`src/rtl/ps_pkg.sv`:
```
// Shared definitions for the program sequencer: reset address, next-address select codes
// and the jump-target helper.
package ps_pkg;

  localparam int unsigned PS_RESET_ADDR = 0;

  typedef enum logic [2:0] {
    SEL_RST,
    SEL_JMP,
    SEL_CALL,
    SEL_RET,
    SEL_INC
  } ps_sel_e;

  // Jump/call target: nibble in the top four bits of a width-bit address, zeros below.
  function automatic logic [31:0] tgt(input logic [3:0] nibble, input int unsigned width);
    return 32'(nibble) << (width - 4);
  endfunction

endpackage

```
`src/rtl/ps_ret_stack.sv`:
```
// Hardware return-address stack for call/ret; sp counts 0..DEPTH, contents are not reset.
module ps_ret_stack
  import ps_pkg::*;
#(
  parameter int unsigned DEPTH = 4,
  parameter int unsigned WIDTH = 8,
  parameter int unsigned SPW   = $clog2(DEPTH) + 1
) (
  input  logic             clk,
  input  logic             sync_reset,
  input  logic             push,
  input  logic             pop,
  input  logic [WIDTH-1:0] push_data,
  output logic [WIDTH-1:0] top,
  output logic             full,
  output logic             empty,
  output logic [SPW-1:0]   sp
);

  logic [WIDTH-1:0] mem_q [DEPTH];
  logic [SPW-1:0]   sp_q, sp_d;
  logic [SPW-2:0]   wr_idx, rd_idx;

  assign wr_idx = sp_q[SPW-2:0];
  assign rd_idx = wr_idx - (SPW-1)'(1);
  assign full   = (sp_q == SPW'(DEPTH));
  assign empty  = (sp_q == '0);
  assign top    = mem_q[rd_idx];
  assign sp     = sp_q;

  always_comb begin
    sp_d = sp_q;
    if (push && !full)
      sp_d = sp_q + SPW'(1);
    else if (pop && !empty)
      sp_d = sp_q - SPW'(1);
  end

  always_ff @(posedge clk) begin
    if (sync_reset)
      sp_q <= '0;
    else
      sp_q <= sp_d;
  end

  always_ff @(posedge clk) begin
    if (push && !full && !sync_reset)
      mem_q[wr_idx] <= push_data;
  end

endmodule

```
`src/rtl/program_sequencer_stack.sv`:
```
// Program sequencer with jump resolution and a return-address stack for call/ret.
// Optional PS_STALL_EN adds a stall input that freezes pc, sp and the stack.
module program_sequencer_stack
  import ps_pkg::*;
#(
  parameter int unsigned PC_WIDTH    = 8,
  parameter int unsigned STACK_DEPTH = 4
) (
  input  logic                clk,
  input  logic                sync_reset,
  input  logic                jmp,
  input  logic                jmp_nz,
  input  logic                dont_jmp,
  input  logic [3:0]          ir_nibble,
  input  logic                call,
  input  logic                ret,
`ifdef PS_STALL_EN
  input  logic                stall,
`endif
  output logic [PC_WIDTH-1:0] pm_addr,
  output logic [PC_WIDTH-1:0] pc,
  output logic [PC_WIDTH-1:0] from_PS,
  output logic                stack_ovf,
  output logic                stack_unf
);

  localparam int unsigned SPW = $clog2(STACK_DEPTH) + 1;

  logic [PC_WIDTH-1:0] pc_q, pc_inc, target, stk_top;
  logic                ovf_q, unf_q, ovf_set, unf_set;
  logic                push, pop, stk_full, stk_empty, stall_act, jump_taken;
  logic [SPW-1:0]      stk_sp;
  ps_sel_e             sel;

`ifdef PS_STALL_EN
  assign stall_act = stall;
`else
  assign stall_act = 1'b0;
`endif

  assign pc_inc     = pc_q + PC_WIDTH'(1);
  assign target     = PC_WIDTH'(tgt(ir_nibble, PC_WIDTH));
  assign jump_taken = jmp | (jmp_nz & ~dont_jmp);

  // Priority: reset, stall, jump, call, ret; a ret on an empty stack falls through to pc+1.
  always_comb begin
    sel     = SEL_INC;
    push    = 1'b0;
    pop     = 1'b0;
    ovf_set = 1'b0;
    unf_set = 1'b0;
    if (sync_reset) begin
      sel = SEL_RST;
    end else if (!stall_act) begin
      if (jump_taken) begin
        sel = SEL_JMP;
      end else if (call) begin
        sel     = SEL_CALL;
        push    = 1'b1;
        ovf_set = stk_full;
      end else if (ret) begin
        if (stk_empty) begin
          unf_set = 1'b1;
        end else begin
          sel = SEL_RET;
          pop = 1'b1;
        end
      end
    end
  end

  always_comb begin
    pm_addr = pc_inc;
    case (sel)
      SEL_RST:           pm_addr = PC_WIDTH'(PS_RESET_ADDR);
      SEL_JMP, SEL_CALL: pm_addr = target;
      SEL_RET:           pm_addr = stk_top;
      default:           pm_addr = stall_act ? pc_q : pc_inc;
    endcase
  end

  always_ff @(posedge clk) begin
    if (sync_reset) begin
      pc_q  <= '0;
      ovf_q <= 1'b0;
      unf_q <= 1'b0;
    end else begin
      pc_q  <= pm_addr;
      ovf_q <= ovf_q | ovf_set;
      unf_q <= unf_q | unf_set;
    end
  end

  ps_ret_stack #(
    .DEPTH (STACK_DEPTH),
    .WIDTH (PC_WIDTH),
    .SPW   (SPW)
  ) u_stack (
    .clk        (clk),
    .sync_reset (sync_reset),
    .push       (push),
    .pop        (pop),
    .push_data  (pc_inc),
    .top        (stk_top),
    .full       (stk_full),
    .empty      (stk_empty),
    .sp         (stk_sp)
  );

  always_comb assert (stk_sp <= SPW'(STACK_DEPTH));

  assign pc        = pc_q;
  assign from_PS   = pc_q;
  assign stack_ovf = ovf_q;
  assign stack_unf = unf_q;

endmodule

```
`config.mk`:
```
export PLATFORM = sky130hd
export DESIGN_NAME = program_sequencer_stack
export DESIGN_NICKNAME = d
export VERILOG_FILES = /design/src/rtl/ps_pkg.sv /design/src/rtl/ps_ret_stack.sv /design/src/rtl/program_sequencer_stack.sv
export SDC_FILE = /design/constraint.sdc
export NUM_CORES = 1
export LEC_CHECK = 0
export ABC_AREA = 1
export CAP_MARGIN = 10
export CORE_MARGIN = 2
export CORE_UTILIZATION = 47
export DETAILED_ROUTE_END_ITERATION = 8
export PLACE_DENSITY = 0.73
export SETUP_SLACK_MARGIN = 0.4
export SLEW_MARGIN = 10
export SYNTH_ARGS = -nofsm -noshare
export SYNTH_HDL_FRONTEND = slang
export SYNTH_SLANG_ARGS = --single-unit
export TNS_END_PERCENT = 5
```
`constraint.sdc`:
```
create_clock -name clk -period 2 [get_ports clk]
set_input_delay 0.3 -clock clk [delete_from_list [all_inputs] [get_ports clk]]
set_output_delay 0.3 -clock clk [all_outputs]
set_load 0.005 [all_outputs]
```
# Word level (Yosys, flattened, before mapping)

Memories as Yosys holds them, arrays and structs flattened.
Cells that the tools add are included.

Logic and storage cells: 54
Memory bits (writable): 32
Memories: 1
Bits of input ports: 11
Bits in registers: 13

Multiplexer cells: 26
Reduce and logical (&&, ||, !) cells: 10
$add $sub $neg: 4
Equality and inequality tests: 4
Bitwise gates (word level): 5

Memory list:

| memory        | depth | bits a word | rd ports | clocked after memory_dff | wr ports | line               | source |
|---|---|---|---|---|---|---|---|
| u_stack.mem_q | 4     | 8           | 1        | 0                        | 1        | ps_ret_stack.sv:20 | `logic [WIDTH-1:0] mem_q [DEPTH];` |

Operator list:

| cell                                                                  | number |
|---|---|
| 8-bit one-hot mux with 3 select lines                                 | 1 |
| 3-bit 2-to-1 mux                                                      | 7 |
| 1-bit 2-to-1 mux                                                      | 18 |
| 8-bit by 1-bit adder with 8-bit output, second input constant         | 1 |
| 3-bit by 2-bit equality test with 1-bit output, second input constant | 2 |
| 3-bit logical NOT                                                     | 2 |
| 3-bit by 1-bit adder with 3-bit output, second input constant         | 1 |
| 3-bit by 1-bit equality test with 1-bit output, second input constant | 1 |
| 3-bit equality test, second input constant                            | 1 |
| 1-bit logical AND                                                     | 3 |
| 1-bit logical NOT                                                     | 3 |
| 1-bit OR                                                              | 3 |
| 3-bit by 1-bit subtractor with 3-bit output, second input constant    | 1 |
| 2-bit nonzero test                                                    | 1 |
| 2-bit OR reduction                                                    | 1 |
| 2-bit by 1-bit subtractor with 2-bit output, second input constant    | 1 |
| 1-bit AND                                                             | 1 |
| 1-bit NOT                                                             | 1 |

# Depth between registers and ports, before layout

Word-level depth: 9
Gate-level depth with buffers: 12

# Modules after synthesis

A second synthesis with hierarchy kept.

Cell total of the unflattened synthesis: 231
Area, all modules: 2,203.4 µm²

Modules (own cells, without submodules):

| module                  | area an instance (µm²) | cells each | instances |
|---|---|---|---|
| ps_ret_stack            | 1,465.2                | 118        | 1 |
| program_sequencer_stack | 738.2                  | 113        | 1 |

# Least setup slack after synthesis

OpenSTA, ideal clock, no wires.

Path type: register -> register
Start point: register u_stack.sp_q[0] (netlist: u_stack.sp[0])
End point: register u_stack.sp_q[2] (netlist: u_stack.sp[2])
Library setup time: 0.115 ns
Slack: -0.216 ns
Clock period less this slack: 2.216 ns
Cell stages (with the launch flop): 12
Arrival time: 2.101 ns
Cells stage by stage: dfxtp_1 > buf_4 > clkinv_1 > buf_2 > ha_1 > nand2_1 > nand4_2 > fa_1 > inv_1 > nand3_2 > a21oi_1 > nor2_1

Word-level cells in the longest chain between the ends: 8

RTL lines:

| what                                | line                          | source |
|---|---|---|
| start, declared                     | ps_ret_stack.sv:21            | `logic [SPW-1:0] sp_q, sp_d;` |
| start signal, assigned              | ps_ret_stack.sv:43            | `sp_q <= sp_d;` |
| 3-bit logical NOT                   | ps_ret_stack.sv:27            | `assign empty = (sp_q == '0);` |
| 1-bit 2-to-1 mux                    | program_sequencer_stack.sv:62 | `if (stk_empty) begin` |
| 1-bit 2-to-1 mux                    | program_sequencer_stack.sv:61 | `end else if (ret) begin` |
| 1-bit 2-to-1 mux                    | program_sequencer_stack.sv:57 | `end else if (call) begin` |
| 1-bit 2-to-1 mux                    | program_sequencer_stack.sv:55 | `if (jump_taken) begin` |
| 1-bit 2-to-1 mux                    | program_sequencer_stack.sv:52 | `if (sync_reset) begin` |
| 1-bit logical AND                   | ps_ret_stack.sv:35            | `else if (pop && !empty)` |
| 2-bit nonzero test (no source line) | n/a                           |  |

Parallel ways exist; a longest one is shown, timed or not. The select of a mux whose other input is x is not followed.
A chain may end at the register's enable or synchronous reset.

# Worst setup path in the final report

Start point: input sync_reset
End point: output pm_addr[4]

Word-level cells in the longest chain between the ends: 4

RTL lines:

| what                                                                                                                    | line                          | source |
|---|---|---|
| start, declared                                                                                                         | program_sequencer_stack.sv:10 | `input logic sync_reset,` |
| 3-bit 2-to-1 mux (*)                                                                                                    | program_sequencer_stack.sv:52 |  |
| 3-bit by 1-bit equality test with 1-bit output / 3-bit by 2-bit equality test with 1-bit output (equally long branches) | program_sequencer_stack.sv:74 | `case (sel)` |
| 2-bit OR reduction                                                                                                      | program_sequencer_stack.sv:74 |  |
| 8-bit one-hot mux with 3 select lines (*)                                                                               | program_sequencer_stack.sv:74 |  |
| end, declared                                                                                                           | program_sequencer_stack.sv:20 | `output logic [PC_WIDTH-1:0] pm_addr,` |

Mark *: on every way between the ends. The rest lies on a longest branch, timed or not.

==> impl_metrics.env <==
export IMPL_max_slew_margin=0.7420
export IMPL_setup_violations=8
export IMPL_min_period_ns=2.272
export IMPL_preCtsSetupSlack_ns=-0.4615
export IMPL_violations="negative setup slack"
export IMPL_p_leak_nw=1.418
export IMPL_die_w_um=70.34
export IMPL_drc_errors=0
export IMPL_worst_slack_ns=-0.2716
export IMPL_wire_per_inst_um=15.58
export IMPL_hold_violations=0
export IMPL_cp_required_ns=1.70
export IMPL_yosysMostFrequentCell="nand2_1"
export IMPL_ir_worst_vdd_mv=0.4059
export IMPL_final_max_slew_viol_count=0
export IMPL_synth_edff_count=32
export IMPL_fp_dieH_um=70.34
export IMPL_tightest_slew_ns=0.3857
export IMPL_synth_cells=206
export IMPL_cp_arrival_ns=1.97
export IMPL_clock_sinks=45
export IMPL_finalCritPeriodShare=1.136
export IMPL_placementRows=24
export IMPL_syn_area_mm2=0.002068
export IMPL_holdCritPathClass="reg -> reg"
export IMPL_yosys_warnings=0
export IMPL_startpoint_type="input port"
export IMPL_synthArstFlopShare=0
export IMPL_fin_skew_ns=0.003484
export IMPL_track_usage=0.2285
export IMPL_drt_iter0_drc=95
export IMPL_netlist_area_leader_share=0.4646
export IMPL_status="complete, but fails checks"
export IMPL_cp_max_fo=3
export IMPL_cts_max_level=2
export IMPL_syn_to_final_growth_pct=51.18
export IMPL_clk_path_buf_depth=2
export IMPL_ant_nets=0
export IMPL_viasPerCell=5.040
export IMPL_synth_seq_area_share=0.5904
export IMPL_antenna_found_initial=0
export IMPL_netlist_top_cells_count="nand2_1, nor2_1, edfxtp_1"
export IMPL_grt_setup_unrepaired="true"
export IMPL_r2r_start="u_stack.sp[0]"
export IMPL_grt_pass1_vias=1802
export IMPL_clock_root_buffer="clkbuf_8"
export IMPL_grt_overflow=0
export IMPL_drive_above_1_share=0.3691
export IMPL_syn_area_per_cell_um2=10.04
export IMPL_synth_ff_type="edfxtp_1"
export IMPL_die_area_mm2=0.004947
export IMPL_routed_wl_um=5454
export IMPL_tritoncts="built"
export IMPL_port_buffers=36
export IMPL_clk_pin_slew_ns=0.08
export IMPL_gp_congestion=0.8233
export IMPL_vias=1764
export IMPL_core_area_mm2=0.004294
export IMPL_diodes=0
export IMPL_ios=37
export IMPL_hp_start="stack_unf"
export IMPL_synth_cell_types=23
export IMPL_start_util=0.4816
export IMPL_first_pass_iters=4
export IMPL_grt_max_degree=21
export IMPL_layout_nets=314
export IMPL_max_freq_mhz=440.2
export IMPL_hpwl_um=3447
export IMPL_end_kind="output pin"
export IMPL_finalPower_w=0.001889
export IMPL_ys_ff_latch=45
export IMPL_cts_made_buffers=5
export IMPL_clock_latency_ns=0.30
export IMPL_grt_pass1_wl_um=8549
export IMPL_power_density_mw_per_mm2=604.0
export IMPL_max_cap_violations=0
export IMPL_netlist_top_cells_area="edfxtp_1, dfxtp_1, nand2_1, nor2_1, o21ai_0"
export IMPL_synth_nets=223
export IMPL_critPathLaunch="sync_reset"
export IMPL_yosys_area_top_type="edfxtp_1"
export IMPL_criticalPathCategory="in -> out"
==> power breakdown <==
group          internal, W  switching (W)  leakage [nW]
logic             0.000163       0.000158         0.974
clock network     0.000247       0.000295        0.0385
registers          0.00101      0.0000109         0.405
==> placed cells by master (no fill, tap or decap) <==
cell              n
nand4_4           1
clkinvlp_4        1
dlygate4sd2_1     2
nor2_1           31
o21ai_2           1
ha_4              1
edfxtp_1         32
ha_1              4
xor2_1            3
clkbuf_8          5
o22ai_1           8
clkbuf_2          1
inv_2             5
nor3_4            1
nand2_1          29
clkdlybuf4s50_1  22
clkinv_4          1
nor2_4            5
fa_2              1
dfxtp_1           7
buf_6            15
buf_4            44
a21oi_1           2
buf_2             6
nand2_4           7
nand3_2           4
clkbuf_1          2
inv_1            12
nand3_4           2
xnor2_1           2
o21ai_0          18
dfxtp_2           6
nand2_2           3
dlymetal6s2s_1    5
nand3_1           6
nor3b_1           1
nand4_1           2
==> worst max-delay path, stage by stage <==
cell and delay [ns]:
clkdlybuf4s50_1 0.49, inv_1 0.09, nand3_4 0.10, nor2_4 0.05, buf_6 0.12, nor3_4 0.22, buf_6 0.14, buf_6 0.09
buf_6 0.10, nand2_4 0.05, nand3_2 0.09, buf_2 0.12
==> registers in the layout, indices dropped and copies added (netlist names) <==
signal         count
stack_unf          1
u_stack.mem_q     32
u_stack.sp         3
from_PS            8
stack_ovf          1
==> kinds of logic after synthesis <==
logic type | count (synthesis) | share of synthesized area
buffers and inverters | 29 | 0.07017
XOR/XNOR | 5 | 0.02118
AND/OR/NAND/NOR | 92 | 0.2033
AO/OA/AOI/OAI | 29 | 0.07502
adder cells (fa/ha/maj) | 6 | 0.03993
flip-flops | 45 | 0.5904
==> cell type report <==
type | count | area, µm²
clock inverter | 1 | 7.507
fill | 304 | 1167
sequential | 45 | 1229
tap | 52 | 65.06
inverter | 18 | 72.57
multi-input combinational | 132 | 842.1
clock buffer | 7 | 76.32
timing repair buffer | 95 | 834.6
==> per-stage QoR <==
stage	hold slack (ns)	utilization	instances	cell area (µm²)	setup TNS, ns
after floorplan	0.3724	-	206	2116	0
after global placement	0.4558	0.6466	326	2776	-3.774
after detailed placement	0.4753	0.6466	326	2776	-3.605
after CTS	0.4928	0.7060	348	3032	-1.073
after global routing	0.5206	0.7281	350	3127	-1.704
final	0.4837	0.7281	350	3127	-1.240
==> metal layers <==
metal	wire length [µm]	vias up	track usage	part of all wire
met3	209	15	0.04185	0.038
met1	2240	836	0.2756	0.41
li1	-	869	-	-
met2	2825	44	0.3857	0.52
met4	179	0	0.1218	0.033
met5	0	-	0	0
==> final timing paths <==
path | end | slack, ns | depth (start not counted)
worst min register to register | stack_unf | 0.48 | 2
worst max register to register | from_PS[4] | 0.28 | 13
worst min-delay path | stack_unf | 0.48 | 2
worst max-delay path | pm_addr[4] | -0.27 | 12
==> what timing repair did <==
action / CTS / global route
cloned: 0 / 0
endpoints found under the setup margin: 44 / 54
pin swaps: 7 / 11
setup buffers: 14 / 2
hold buffers: 0 / 0
resized for setup: 57 / 30
No activity file was read; power rests on OpenSTA's default activity.
